--- config.mk ---
export PLATFORM = sky130hd
export DESIGN_NAME = ahb_slave_if
export DESIGN_NICKNAME = d
export VERILOG_FILES = /design/src/rtl/ahb_apb_pkg.sv /design/src/rtl/ahb_addr_decode.sv /design/src/rtl/ahb_slave_if.sv
export SDC_FILE = /design/constraint.sdc
export NUM_CORES = 1
export LEC_CHECK = 0
export CAP_MARGIN = 25
export CORE_MARGIN = 3
export CORE_UTILIZATION = 42
export CTS_CLUSTER_SIZE = 10
export DETAILED_ROUTE_END_ITERATION = 8
export PLACE_DENSITY = 0.79
export SYNTH_ARGS = -nofsm -noshare
export SYNTH_HDL_FRONTEND = slang
export SYNTH_SLANG_ARGS = --single-unit
--- constraint.sdc ---
create_clock -name clk -period 1.6 [get_ports clk]
set_input_delay 0.16 -clock clk [delete_from_list [all_inputs] [get_ports clk]]
set_output_delay 0.16 -clock clk [all_outputs]
set_load 0.05 [all_outputs]
--- src/rtl/ahb_apb_pkg.sv ---
// Shared definitions for the AHB-to-APB bridge: bus encodings, slave address map,
// the AHB-side error response states and the bridge state machine encodings.
package ahb_apb_pkg;

  localparam logic [1:0] HTRANS_IDLE   = 2'b00;
  localparam logic [1:0] HTRANS_BUSY   = 2'b01;
  localparam logic [1:0] HTRANS_NONSEQ = 2'b10;
  localparam logic [1:0] HTRANS_SEQ    = 2'b11;

  localparam logic [1:0] HRESP_OKAY  = 2'b00;
  localparam logic [1:0] HRESP_ERROR = 2'b01;

  localparam int NUM_SLAVES = 3;

  localparam logic [31:0] SLV0_BASE  = 32'h8000_0000;
  localparam logic [31:0] SLV0_LIMIT = 32'h83FF_FFFF;
  localparam logic [31:0] SLV1_BASE  = 32'h8400_0000;
  localparam logic [31:0] SLV1_LIMIT = 32'h87FF_FFFF;
  localparam logic [31:0] SLV2_BASE  = 32'h8800_0000;
  localparam logic [31:0] SLV2_LIMIT = 32'h8BFF_FFFF;

  typedef enum logic [1:0] {
    ERR_OK   = 2'd0,
    ERR_ERR1 = 2'd1,
    ERR_ERR2 = 2'd2
  } err_st_e;

  typedef enum logic [2:0] {
    ST_IDLE     = 3'd0,
    ST_WWAIT    = 3'd1,
    ST_READ     = 3'd2,
    ST_WRITE    = 3'd3,
    ST_WRITEP   = 3'd4,
    ST_RENABLE  = 3'd5,
    ST_WENABLE  = 3'd6,
    ST_WENABLEP = 3'd7
  } bridge_st_e;

  function automatic logic addr_in_range(input logic [31:0] addr,
                                         input logic [31:0] base,
                                         input logic [31:0] limit);
    return (addr >= base) && (addr <= limit);
  endfunction

  // Only NONSEQ and SEQ carry a transfer; IDLE and BUSY are never active.
  function automatic logic trans_active(input logic [1:0] htrans);
    return (htrans == HTRANS_NONSEQ) || (htrans == HTRANS_SEQ);
  endfunction

endpackage

--- src/rtl/ahb_addr_decode.sv ---
// Combinational AHB address decode into a one-hot APB slave select and an
// in-map flag; shared by the slave interface datapath and its assertions.
module ahb_addr_decode
  import ahb_apb_pkg::*;
(
  input  logic [31:0] haddr_i,
  output logic [2:0]  tempselx_o,
  output logic        in_map_o
);

  always_comb begin
    tempselx_o    = '0;
    tempselx_o[0] = addr_in_range(haddr_i, SLV0_BASE, SLV0_LIMIT);
    tempselx_o[1] = addr_in_range(haddr_i, SLV1_BASE, SLV1_LIMIT);
    tempselx_o[2] = addr_in_range(haddr_i, SLV2_BASE, SLV2_LIMIT);
  end

  assign in_map_o = |tempselx_o;

endmodule

--- src/rtl/ahb_slave_if.sv ---
// AHB front end of the AHB-to-APB bridge: qualifies transfers, decodes the slave,
// pipelines address/data/direction and issues the two-cycle ERROR for unmapped addresses.
//
// state    | meaning
// ERR_OK   | normal operation, OKAY response, transfers may be qualified
// ERR_ERR1 | first ERROR cycle, master stalled (Hready_mask = 0)
// ERR_ERR2 | second ERROR cycle, ERROR completes (Hready_mask = 1)
module ahb_slave_if
  import ahb_apb_pkg::*;
#(
  parameter int ERR_CNT_W = 8
) (
  input  logic                 clk,
  input  logic                 rst,
  input  logic                 Hwrite,
  input  logic                 Hreadyin,
  input  logic [1:0]           Htrans,
  input  logic [31:0]          Haddr,
  input  logic [31:0]          Hwdata,
  output logic                 valid,
  output logic [2:0]           tempselx,
  output logic [31:0]          Haddr1,
  output logic [31:0]          Haddr2,
  output logic [31:0]          Hwdata1,
  output logic [31:0]          Hwdata2,
  output logic                 Hwritereg,
  output logic [1:0]           Hresp,
  output logic                 Hready_mask,
  output logic [ERR_CNT_W-1:0] err_count
);

  localparam logic [ERR_CNT_W-1:0] CNT_ONE = {{(ERR_CNT_W-1){1'b0}}, 1'b1};

  logic        in_map;
  logic        active;
  logic        err_start;

  err_st_e               err_st_q;
  logic [1:0]            hresp_q;
  logic                  hready_mask_q;
  logic [ERR_CNT_W-1:0]  err_count_q, err_count_d;

  logic [31:0] haddr1_q,  haddr1_d;
  logic [31:0] haddr2_q,  haddr2_d;
  logic [31:0] hwdata1_q, hwdata1_d;
  logic [31:0] hwdata2_q, hwdata2_d;
  logic        hwrite_q,  hwrite_d;

  ahb_addr_decode u_decode (
    .haddr_i    (Haddr),
    .tempselx_o (tempselx),
    .in_map_o   (in_map)
  );

  assign active    = trans_active(Htrans);
  assign err_start = Hreadyin & active & ~in_map & (err_st_q == ERR_OK);
  assign valid     = rst & Hreadyin & active & in_map & (err_st_q == ERR_OK);

  always_comb begin
    haddr1_d  = haddr1_q;
    haddr2_d  = haddr2_q;
    hwdata1_d = hwdata1_q;
    hwdata2_d = hwdata2_q;
    hwrite_d  = hwrite_q;
    if (Hreadyin) begin
      haddr1_d  = Haddr;
      haddr2_d  = haddr1_q;
      hwdata1_d = Hwdata;
      hwdata2_d = hwdata1_q;
      hwrite_d  = Hwrite;
    end
  end

  always_ff @(posedge clk) begin
    if (!rst) begin
      haddr1_q  <= '0;
      haddr2_q  <= '0;
      hwdata1_q <= '0;
      hwdata2_q <= '0;
      hwrite_q  <= 1'b0;
    end else begin
      haddr1_q  <= haddr1_d;
      haddr2_q  <= haddr2_d;
      hwdata1_q <= hwdata1_d;
      hwdata2_q <= hwdata2_d;
      hwrite_q  <= hwrite_d;
    end
  end

  // Saturates at all-ones so a long error storm never wraps back to a small count.
  always_comb begin
    err_count_d = err_count_q;
    if (err_start && (err_count_q != '1)) begin
      err_count_d = err_count_q + CNT_ONE;
    end
  end

  always_ff @(posedge clk) begin
    if (!rst) begin
      err_st_q      <= ERR_OK;
      hresp_q       <= HRESP_OKAY;
      hready_mask_q <= 1'b1;
      err_count_q   <= '0;
    end else begin
      err_count_q <= err_count_d;
      case (err_st_q)
        ERR_OK: begin
          if (err_start) begin
            err_st_q      <= ERR_ERR1;
            hresp_q       <= HRESP_ERROR;
            hready_mask_q <= 1'b0;
          end else begin
            hresp_q       <= HRESP_OKAY;
            hready_mask_q <= 1'b1;
          end
        end
        ERR_ERR1: begin
          err_st_q      <= ERR_ERR2;
          hresp_q       <= HRESP_ERROR;
          hready_mask_q <= 1'b1;
        end
        ERR_ERR2: begin
          err_st_q      <= ERR_OK;
          hresp_q       <= HRESP_OKAY;
          hready_mask_q <= 1'b1;
        end
        default: begin
          err_st_q      <= ERR_OK;
          hresp_q       <= HRESP_OKAY;
          hready_mask_q <= 1'b1;
        end
      endcase
    end
  end

  assign Haddr1      = haddr1_q;
  assign Haddr2      = haddr2_q;
  assign Hwdata1     = hwdata1_q;
  assign Hwdata2     = hwdata2_q;
  assign Hwritereg   = hwrite_q;
  assign Hresp       = hresp_q;
  assign Hready_mask = hready_mask_q;
  assign err_count   = err_count_q;

  // A qualified transfer must land in Haddr1 as an in-map address on the next edge.
  logic [2:0] chk_sel;
  logic       chk_in_map;

  ahb_addr_decode u_chk_decode (
    .haddr_i    (haddr1_q),
    .tempselx_o (chk_sel),
    .in_map_o   (chk_in_map)
  );

  a_valid_onehot: assert property (@(posedge clk) valid |-> $onehot(tempselx));
  a_err_no_valid: assert property (@(posedge clk) (err_st_q != ERR_OK) |-> !valid);
  a_pipe_in_map:  assert property (@(posedge clk) valid |=> (chk_in_map && $onehot(chk_sel)));

endmodule
==> reports/qor.yml, run 1 <==
status:
  status: "finished with violations"
  violations: "setup timing"
timing:
  relSlewSlack: 0.4163
  fin_ws_ps: -11.47
  rsz0062_at_grt: "yes"
  skew_ps: 6.059
  hold_viol_final: 0
  max_freq_mhz: 620.6
  final-setup-viol-count: 1
  fin_crit_ps: 1611
  period_share: 1.007
  worst_slew_pin_slew_ps: 875.6
  drv_slew: 0
worst_setup_path:
  critPathArrivalTime_ps: 1450
  crit_path_end_kind: "output pin"
  worst_ep_required_time_ps: 1440
  slowest_delay_ps: 340
  cp_top_family: "simple AND/OR/NAND/NOR gates"
  crit_fanout: 2
  cp_num_buf_inv: 1
  reg2reg_from: "err_st_q[0]"
  startpoint: "err_st_q[0]"
  cp_cell_sequence: "and4bb_2 -> nand2_2 -> nor3_4 -> buf_12"
  cp-start-kind: "register"
  critPathKind: "reg -> out"
  critPathSlowestCell: "and4bb_2"
drt:
  first_pass_iters: 4
  first_iter_violations: 183
  avgRoutedWirePerCell_um: 15.12
  drc: 0
  viasPerCell: 4.877
  drtAntennaViolNets: 0
  routed_wl_um: 12870
  route.vias.total: 4150
logic_synthesis:
  ys.flop_type: "dfxtp_1"
  yosys-top-cells-area: "dfxtp_1, mux2i_1, nor2_1"
  synth_top_area_frac: 0.5550
  synth_cell_types: 35
  synth_edf_count: 0
  ys.warnings.count: 0
  ys_seq_area_frac: 0.5550
  synth_fp_nets: 552
  avgSynthCellArea_um2: 10.57
  synth.cell_area_um2: 5086
  yosysTopAreaCell: "dfxtp_1"
  synth_cells: 481
  synthArstFlopShare: 0
  ys_ff_latch: 141
power_and_ir_drop:
  power.density_nw_per_um2: 1152
  peakVddDrop_mv: 0.6890
  p_leak_uw: 0.003655
  p_int_uw: 6515
  power.share.combinational: 0.165
  power.share.sequential: 0.427
  clockPowerShare: 0.408
  switchingPower_uw: 2370
  power.total_uw: 8884
  p_sw_frac: 0.2667
min_path:
  hold_class: "in -> reg"
  hp-start: "Haddr[29]"
cells_and_area:
  areaGrowthSynthToFinish_pct: 51.64
  drive_above_1_share: 0.3008
  nets: 767
  antennaDiodeCount: 0
  fin_util: 0.6641
  fill_cells: 946
die:
  die-area_um2: 13470
  die_h_um: 116.0
  coreArea_um2: 11610
  start_util: 0.4379
  num_io_pins: 214
  die_w_um: 116.0
  placementRows: 39
clocking:
  cts_max_level: 4
  clock_sinks: 141
  cts.clk_slew.worst_paths_ps: 50
  cts_buffers: 17
  root_buffer: "clkbuf_16"
  cts_tree: "yes"
  clk_path_buf_depth: 2
  cts_hold_buf: 0
  worstSkewPairLatency_ps: 400
global_route:
  grt_pass1_vias: 3984
  grt_max_degree: 130
  grt_pass1_wl_um: 19910
  grt-ovfl-total: 0
  grt_antenna_before_repair: 0
  grt_usage: 0.1888
place:
  io_buffers: 211
  dp_hpwl_um: 9187
  gp_congestion: 0.8199
run:
  drv_cap: 0
[per-stage QoR]
| stage | instances | setup WS [ps] | hold WS (ps) | area [µm²] | setup TNS, ps |
|---|---|---|---|---|---|
| after floorplan | 481 | -11.42 | 307.2 | 5110 | -18.78 |
| after global placement | 815 | -236.6 | 423.4 | 7089 | -2810 |
| after detailed placement | 815 | -276.2 | 438.8 | 7089 | -3425 |
| after CTS | 847 | -34.24 | 161.8 | 7685 | -75.43 |
| after global routing | 851 | -72.77 | 128.9 | 7712 | -72.77 |
| final | 851 | -11.47 | 166.1 | 7712 | -11.47 |
[power groups by stage]
stage	combinational [µW]	sequential, µW	clock, µW
3_3_place_gp	1450	3850	0
5_1_grt	1550	3810	3870
3_5_place_dp	1470	3860	0
6_report	1470	3790	3630
4_1_cts	1480	3790	3720
2_1_floorplan	393	4390	0
[path summary, 6_finish.rpt]
path              slack [ps]  depth (start not counted)            to
setup / recovery         -10                          4         valid
setup reg to reg          60                          4  err_count[7]
hold reg to reg          480                          2   err_st_q[1]
hold / removal           170                          3    Haddr1[29]
[final cells by class]
cell class,instances,area [µm²],share of cell area
Tap cell,143,178.9,0.02320
Multi-Input combinational cell,305,2168,0.2811
Clock inverter,7,62.56,0.008112
Inverter,3,13.76,0.001785
Timing Repair Buffer,228,1968,0.2552
Clock buffer,24,491.7,0.06376
Sequential cell,141,2829,0.3668
[layer usage]
layer,track usage,vias to the layer above,share of wire
li1,-,2058,-
met1,0.2203,1920,0.41
met2,0.3126,158,0.48
met3,0.07258,14,0.084
met4,0.07579,0,0.018
met5,0,-,0
[worst register-to-register path, cell delays in order (launching register included)]
cell and delay (ps):
dfxtp_2 320, and4bb_2 340, o21ai_4 130, or4_4 540, a21oi_2 150
[sequential cells by signal, summed over array words and instances (netlist names)]
name,count
Haddr1,32
Haddr2,32
Hwritereg,1
Hwdata2,32
Hwdata1,32
Hready_mask,1
err_count,8
Hresp,1
err_st_q,2
[synth_stat cells, drive strengths merged, types with 2 or more instances]
master	instances
a21oi	4
and2	2
buf	21
clkbuf	11
dfxtp	141
inv	3
mux2i	130
nand2	6
nand3	2
nand4	2
nor2	131
nor3	2
nor3b	2
o211ai	2
o21ai	3
o31ai	3
o41ai	3
or4	3
[cell usage in the layout, fill, tap and decap left out, drive strengths merged, types with 2 or more instances in the layout]
cell,Yosys,layout
dfxtp,141,141
o211ai,2,2
nand4,2,2
nor2,131,131
o21ai,3,3
o41ai,3,3
clkdlybuf4s50,0,63
buf,21,161
nor3b,2,2
and2,2,2
nor3,2,2
or4,3,3
nand3,2,2
o31ai,3,3
clkdlybuf4s15,0,2
mux2i,130,130
a21oi,4,4
dlygate4sd2,0,2
nand2,6,6
clkbuf,11,24
inv,3,3
clkinv,0,5
[logic make-up after synthesis]
group | count (synthesis) | synth area share
flip-flops | 141 | 0.5550
other | 1 | 0.0007373
buffers and inverters | 35 | 0.03124
AND/OR/NAND/NOR | 157 | 0.1292
adder cells (fa/ha/maj) | 1 | 0.002460
multiplexers | 130 | 0.2558
AO/OA/AOI/OAI | 16 | 0.02559
[repair_timing]
action / CTS / global route
setup endpoints to repair: 5 / 6
resized for setup: 14 / 3
pin swaps: 5 / 3
buffers inserted: 1 / 5
(Power assumes the default switching activity.)
==> run 2: changes to the inputs <==
--- a/config.mk
+++ b/config.mk
@@ -11,6 +11,7 @@
 export CTS_CLUSTER_SIZE = 10
 export DETAILED_ROUTE_END_ITERATION = 8
 export PLACE_DENSITY = 0.79
+export SKIP_LAST_GASP = 1
 export SYNTH_ARGS = -nofsm -noshare
 export SYNTH_HDL_FRONTEND = slang
 export SYNTH_SLANG_ARGS = --single-unit
==> reports/qor.yml, run 2 (synthesis gave the netlist of run 1 again) <==
place:
  io_buffers: 211  # unchanged
  dp.cells: 815  # unchanged
  gp_congestion: 0.8199  # unchanged
  dp_hpwl_um: 9187  # unchanged
  pre_cts_ws_ps: -276.2  # unchanged
cells_and_area:
  drive_above_1_share: 0.2994  # -0.001412
  nets: 767  # unchanged
  antennaDiodeCount: 0  # unchanged
  final_common_cell: "buf_4"
  final_cell_mix: "buf_4, dfxtp_1, mux2i_1, nor2_1, clkdlybuf4s50_1"
  areaGrowthSynthToFinish_pct: 51.56  # about the same
  finalNonFillerCells: 851  # unchanged
drt:
  first_iter_violations: 156  # -15%
  first_pass_iters: 4  # unchanged
  viasPerCell: 4.874  # about the same
  route.vias.total: 4148  # -0.048%
  routed_wl_um: 12890  # +0.11%
  avgRoutedWirePerCell_um: 15.14  # +0.11%
  drc: 0  # unchanged
  drtAntennaViolNets: 0  # unchanged
worst_setup_path:
  reg2reg_depth: 4  # unchanged
  worst_ep_required_time_ps: 1440  # about the same
  critPathKind: "reg -> out"
  reg2reg_from: "err_st_q[0]"
  cp-start-kind: "register"
  crit_path_end_kind: "output pin"
  worstReg2RegEnd: "err_count[7]"
  critPathArrivalTime_ps: 1460  # about the same
  r2r_setup_slack_ps: 60  # about the same
  crit_fanout: 2  # unchanged
clocking:
  root_buffer: "clkbuf_16"
  clock_sinks: 141  # unchanged
  cts_max_level: 4  # unchanged
  cts_hold_buf: 0  # unchanged
  clk_path_buf_depth: 2  # unchanged
  cts.clk_slew.worst_paths_ps: 50  # about the same
  cts_tree: "yes"
  cts_buffers: 17  # unchanged
  worstSkewPairLatency_ps: 400  # about the same
timing:
  hold_viol_final: 0  # unchanged
  max_freq_mhz: 619.1  # -0.23%
  fin_ws_ps: -15.23  # -3.763 ps
  skew_ps: 6.143  # +0.08396 ps
  setup_tns_ps: -15.23  # -3.763 ps
  whs_ps: 159.4  # -6.720 ps
  relSlewSlack: 0.4140  # -0.002325
  final-setup-viol-count: 1  # unchanged
  worst_slew_pin_slew_ps: 879.0  # +3.487 ps
  rsz0062_at_grt: "yes"
  period_share: 1.010  # +0.002352
  drv_slew: 0  # unchanged
  fin_crit_ps: 1615  # +3.763 ps
status:
  violations: "setup timing"
  status: "finished with violations"
power_and_ir_drop:
  power.total_uw: 8884  # about the same
  peakVddDrop_mv: 0.6890  # about the same
  power.density_nw_per_um2: 1152  # about the same
  p_leak_uw: 0.003653  # about the same
min_path:
  hold_class: "in -> reg"
  min_to: "Haddr1[29]"
  hp-start: "Haddr[29]"
  min_path_cells: 3  # unchanged
die:
  die_w_um: 116.0  # unchanged
  die-area_um2: 13470  # unchanged
  num_io_pins: 214  # unchanged
  placementRows: 39  # unchanged
  start_util: 0.4379  # unchanged
  die_h_um: 116.0  # unchanged
  coreArea_um2: 11610  # unchanged
global_route:
  grt_pass1_vias: 3962  # -0.55%
  grt-ovfl-total: 0  # unchanged
  grt_antenna_before_repair: 0  # unchanged
  grt_pass1_wl_um: 19870  # -0.24%
  grt_usage: 0.1884  # -0.0004370
  grt_max_degree: 130  # unchanged
run:
  drv_cap: 0  # unchanged
run 2: area by class of cell:
type,instances,area (µm²)
sequential,141,2829
clock buffer,24,491.7
clock inverter,7,62.56
inverter,3,13.76
multi-input combinational,305,2165
tap,143,178.9
fill,948,3905
timing repair buffer,228,1968
run 2: routing by layer:
metal / track usage / wire length [µm] / vias to the layer above
li1: - / - / 2062
met5: 0 / 0 / -
met4: 0.07579 / 231 / 0
met2: 0.3107 / 6247 / 145
met1: 0.2207 / 5364 / 1927
met3: 0.07258 / 1043 / 14
run 2: per-stage QoR:
stage | utilization | instance area (µm²)
2_1_floorplan | - | 5110
6_report | 0.6638 | 7709
5_1_grt | 0.6638 | 7709
3_3_place_gp | 0.6104 | 7089
4_1_cts | 0.6611 | 7677
3_5_place_dp | 0.6104 | 7089
run 2: how the worst max path moves through the flow:
stage,from,endpoint,cells after the start
floorplan,Haddr[28],tempselx[1],2
global placement,Haddr[28],err_count[5],6
detailed placement,Haddr[28],err_count[5],6
CTS,err_st_q[0],valid,4
global route,err_st_q[0],valid,4
finish,err_st_q[0],valid,4
run 2: where the power goes:
group | internal, µW | switching [µW] | leakage, µW
Sequential | 3680 | 113 | 0.00116
Combinational | 559 | 908 | 0.00222
Clock | 2280 | 1350 | 0.000276
Total | 6510 | 2370 | 0.00365
run 2: what timing repair did:
item	4_1_cts	5_1_grt
pin swaps	5	4
setup buffers	1	5
resized for setup	12	4
endpoints found under the hold margin	0	0
endpoints found under the setup margin	5	6
run 2: critical path: stages, from the launching register on:
cell and delay, ps:
dfxtp_2 320, and4bb_2 340, nand2_2 80, nor3_4 150
buf_12 160
